## config.mk

```make
export PLATFORM = sky130hd
export DESIGN_NAME = snd_fade_ctrl
export DESIGN_NICKNAME = d
export VERILOG_FILES = /design/src/rtl/snd_fade_ctrl.sv
export SDC_FILE = /design/constraint.sdc
export NUM_CORES = 1
export LEC_CHECK = 0
export ABC_AREA = 1
export ABC_CLOCK_PERIOD_IN_PS = 12700
export CORE_MARGIN = 3
export CORE_UTILIZATION = 40
export CTS_CLUSTER_DIAMETER = 30
export DETAILED_ROUTE_END_ITERATION = 16
export REMOVE_ABC_BUFFERS = 1
export SYNTH_ARGS = -nofsm -noshare
export SYNTH_HDL_FRONTEND = slang
export SYNTH_SLANG_ARGS = --single-unit
```

## constraint.sdc

```tcl
create_clock -name clk -period 12.7 [get_ports clk]
set_clock_uncertainty 0.15 [all_clocks]
set_input_delay 1.905 -clock clk [delete_from_list [all_inputs] [get_ports clk]]
set_output_delay 1.905 -clock clk [all_outputs]
set_load 0.02 [all_outputs]
```

## src/rtl/snd_fade_ctrl.sv

```systemverilog
// snd_fade_ctrl: volume ramp sequencer with soft mute, paced by sample ticks,
// also driving USED and the sample-FIFO pop strobe at the audio sample rate.
module snd_fade_ctrl #(
    parameter int STEP_DIV = 48,
    parameter int DIV_W    = 6
) (
    input  logic       clk,
    input  logic       rst,
    input  logic       smpl_tick,
    input  logic       wr_en,
    input  logic [7:0] wr_target,
    input  logic       wr_fast,
    input  logic       mute_req,
    input  logic       fifo_empty,
    output logic       fifo_rd,
    output logic [7:0] volume,
    output logic       used,
    output logic       busy,
    output logic       done
);
    typedef enum logic [2:0] {IDLE, RAMP_UP, RAMP_DN, MUTING, MUTED} state_t;
    localparam logic [DIV_W-1:0] DIV_MAX = DIV_W'(STEP_DIV - 1);
    state_t state, state_n;
    logic [7:0] target, eff, vol_n;
    logic [DIV_W-1:0] div, div_n;
    logic ramping, fast, step, enter_ramp, done_n, used_n;

    always_ff @(posedge clk) begin
        if (rst) begin
            state  <= IDLE;
            volume <= 8'h00;
            target <= 8'h00;
            div    <= '0;
            used   <= 1'b0;
            done   <= 1'b0;
        end else begin
            state  <= state_n;
            volume <= vol_n;
            target <= wr_en ? wr_target : target;
            div    <= div_n;
            used   <= used_n;
            done   <= done_n;
        end
    end

    // A write cycle never steps; a fast write bypasses the ramp entirely.
    always_comb begin
        eff     = mute_req ? 8'h00 : target;
        ramping = state inside {RAMP_UP, RAMP_DN, MUTING};
        fast    = wr_en & wr_fast & ~mute_req;
        step    = ramping & ~wr_en & smpl_tick & (div == DIV_MAX) & (volume != eff);
        vol_n   = fast ? wr_target : step ? (volume < eff ? volume + 8'd1 : volume - 8'd1) : volume;
    end

    always_comb begin
        state_n = state;
        if (fast)
            state_n = IDLE;
        else if (!wr_en) begin
            if (state == MUTED)
                state_n = mute_req ? MUTED : (target == 8'h00 ? IDLE : RAMP_UP);
            else if (vol_n == eff)
                state_n = mute_req ? MUTED : IDLE;
            else
                state_n = mute_req ? MUTING : (vol_n < eff ? RAMP_UP : RAMP_DN);
        end
    end

    always_comb begin
        busy       = ramping;
        fifo_rd    = smpl_tick & ~fifo_empty & ~rst & (state != MUTED);
        enter_ramp = ~ramping & (state_n inside {RAMP_UP, RAMP_DN, MUTING});
        div_n      = (fast | enter_ramp) ? '0 :
                     (ramping & ~wr_en & smpl_tick) ? (div == DIV_MAX ? '0 : div + DIV_W'(1)) : div;
        done_n     = fast ? ramping :
                     ~wr_en & (ramping ? (state_n == IDLE || state_n == MUTED)
                                       : (state == IDLE && state_n == MUTED));
        used_n     = (state_n == MUTED && state != MUTED) ? 1'b0 :
                     smpl_tick ? (~fifo_empty & (state != MUTED)) : used;
    end
endmodule

```

==> flow_metrics.py <==
metrics = {
    "floorplanning": {
        "die-area_um2": 6170,
        "rows": 25,
        "start_util": 0.429,
        "fp.coreArea_um2": 4910,
        "chipWidth_um": 78.6,
        "die_h_um": 78.6,
        "ioPinCount": 27,
    },
    "sta": {
        "slew_violations": 0,
        "min_period_ns": 6.34,
        "fin_crit_sh": 0.499,
        "finalHoldViolCount": 0,
        "rsz0062_at_grt": "false",
        "worst_pin_slew_ns": 0.955,
        "fin_tns_setup_ns": 0,
        "max_freq_ghz": 0.158,
        "finalSetupViolations": 0,
        "timing.hold.ws_ns": 0.337,
        "maxSlewHeadroom": 0.361,
    },
    "clock_network": {
        "cts_hold_buf": 0,
        "h-tree-depth": 1,
        "numClockSinks": 27,
        "clkLatencyLatePin_ns": 0.27,
        "clk_pin_slew_ns": 0.08,
        "post-cts-setup-buffer-count": 0,
        "cts-resized-gates": 0,
        "cts_tree": "done",
        "cts_root_buffer": "clkbuf_8",
        "clk_path_buf_depth": 2,
        "numCtsBuffers": 3,
    },
    "power_and_ir_drop": {
        "power_density_nw_per_um2": 91.7,
        "ir_worst_vdd_v": 0.0000440,
        "p_leak_nw": 1.23,
    },
    "worst_setup_path": {
        "worst_ep_arrival_time_ns": 6.35,
        "crit_path_max_fanout": 11,
        "critPathSlowestCell": "clkdlybuf4s50_1",
        "reg2regPathDepth": 28,
        "crit_required_ns": 12.71,
        "cp_common_cell": "nand2_1",
        "r2r-end": "div[2]$_SDFFE_PP0P_",
        "crit_family": "simple AND/OR/NAND/NOR gates",
        "cp-end-kind": "register",
        "slowest_delay_ns": 0.46,
        "crit_buf_inv": 3,
        "startpoint_type": "input pin",
        "startpoint": "mute_req",
        "crit_type": "in2reg",
        "rrSetupSlack_ns": 8.42,
        "r2r_start": "target[7]$_SDFFE_PP0P_",
    },
    "routing": {
        "drt_first_pass_iters": 4,
        "detail_route.wl_per_cell_um": 11.3,
        "antenna_left": 0,
        "drcViolationCount": 0,
        "num_vias": 1977,
        "drt_iter0_drc": 67,
        "via_per_inst": 4.81,
        "drt-total-wl_um": 4630,
    },
    "synthesis": {
        "synth.distinct_cells": 31,
        "synth_edf_count": 0,
        "ys_ff_latch": 27,
        "synth_area_um2": 2110,
        "synthCells": 321,
        "synthFlopType": "dfxtp_1",
        "async_flop_share": 0,
        "ys_warn_count": 0,
        "postSynthAreaPerCell_um2": 6.56,
        "ys_seq_area_frac": 0.257,
    },
    "cells_and_area": {
        "final_common_cell": "nand2_1",
        "fin_nets": 386,
        "utilization": 0.500,
        "area_delta_synth_final_pct": 16.5,
        "final_cell_mix": "nand2_1 (87), inv_1 (46), nor2_1 (43)",
        "fin_area_um2": 2450,
        "diodes": 0,
        "fin_cells": 411,
        "drive_gt1_frac": 0.0494,
    },
    "hold_path": {
        "min_from": "target[5]$_SDFFE_PP0P_",
        "whs_path_depth": 2,
        "hold_class": "reg2reg",
        "hold_end": "target[5]$_SDFFE_PP0P_",
    },
    "grt": {
        "grt_max_degree": 24,
        "grt_usage": 0.159,
        "grt_overflow_total": 0,
        "grt_pass1_wl_um": 8080,
        "antenna_found_initial": 0,
        "grt_pass1_vias": 1851,
    },
    "placed_design": {
        "portBuffers": 26,
        "dp_cells": 407,
        "dpl_cell_area_um2": 2410,
        "finalWeightedCongestion": 0.801,
        "hpwlAfterDp_um": 3770,
    },
    "outcome": {
        "status": "complete, no violations",
    },
    "flow_run": {
        "drv_cap": 0,
    },
}
-- metal layers --
metal,GRT usage,wire [um]
met1,0.207,2220
met4,0.0367,42
met2,0.281,2260
met3,0.0138,98
met5,0,0
-- cells in the mapped netlist, types with 2 or more instances --
master,number,area share
a211oi_1,4,0.014
a21o_1,3,0.011
a21oi_1,21,0.050
buf_6,2,0.011
clkbuf_1,5,0.0089
dfxtp_1,27,0.26
ha_1,25,0.15
inv_1,46,0.082
nand2_1,87,0.16
nand2_2,2,0.0059
nand3_1,17,0.040
nand4_1,4,0.012
nor2_1,43,0.077
nor3_1,2,0.0048
nor3_4,2,0.015
o21ai_1,9,0.021
or2_2,4,0.012
xnor2_1,3,0.012
xor2_1,3,0.012
-- cell type report --
class / instances / area, um^2
flip-flops and latches: 27 / 541
fillers: 508 / 2460
well taps: 67 / 83.8
multi-input cells: 239 / 1340
clock buffers: 4 / 45.0
repair buffers: 26 / 260
inverters: 48 / 183
-- flip-flops by register name, indices dropped and copies added, names as in the netlist --
| name | flops |
|---|---|
| target | 8 |
| volume | 8 |
| div | 6 |
| state | 3 |
| done | 1 |
| used | 1 |
-- cells by family (layout without fill, tap and decap cells) --
family / after synthesis / count (layout) / synth area share
adders and majority gates: 26 / 26 / 0.158
xor gates and xnor gates: 6 / 6 / 0.0250
DFF: 27 / 27 / 0.257
and+or+nand+nor: 165 / 165 / 0.338
buffers and inverters: 55 / 78 / 0.106
AOI/OAI and AO/OA: 41 / 41 / 0.111
muxes: 1 / 1 / 0.00475
-- worst min-delay path, delay by kind of cell (launching register included) --
family           cells  cell delay, ns
AO/OA/AOI/OAI        1            0.05
flip-flops           1            0.33
AND/OR/NAND/NOR      1            0.06
-- power by group --
part | internal (W) | switching, W
sequential | 0.0000890 | 0.00000357
combinational | 0.0000342 | 0.0000501
clock | 0.0000225 | 0.0000256
-- how the worst max path moves through the flow --
stage,endpoint,cells past startpoint
global placement,div[3]$_SDFFE_PP0P_,30
detailed placement,div[4]$_SDFFE_PP0P_,30
global route,div[4]$_SDFFE_PP0P_,33
floorplan,div[0]$_SDFFE_PP0P_,28
CTS,div[4]$_SDFFE_PP0P_,30
finish,div[2]$_SDFFE_PP0P_,30
-- through the flow --
step                total power (W)  worst slack [ns]
floorplan                  0.000155              7.18
global placement           0.000179              6.15
detailed placement         0.000180              6.05
CTS                        0.000228              6.33
global route               0.000246              5.74
finish                     0.000225              6.36
No activity file was read; power rests on OpenSTA's default activity.
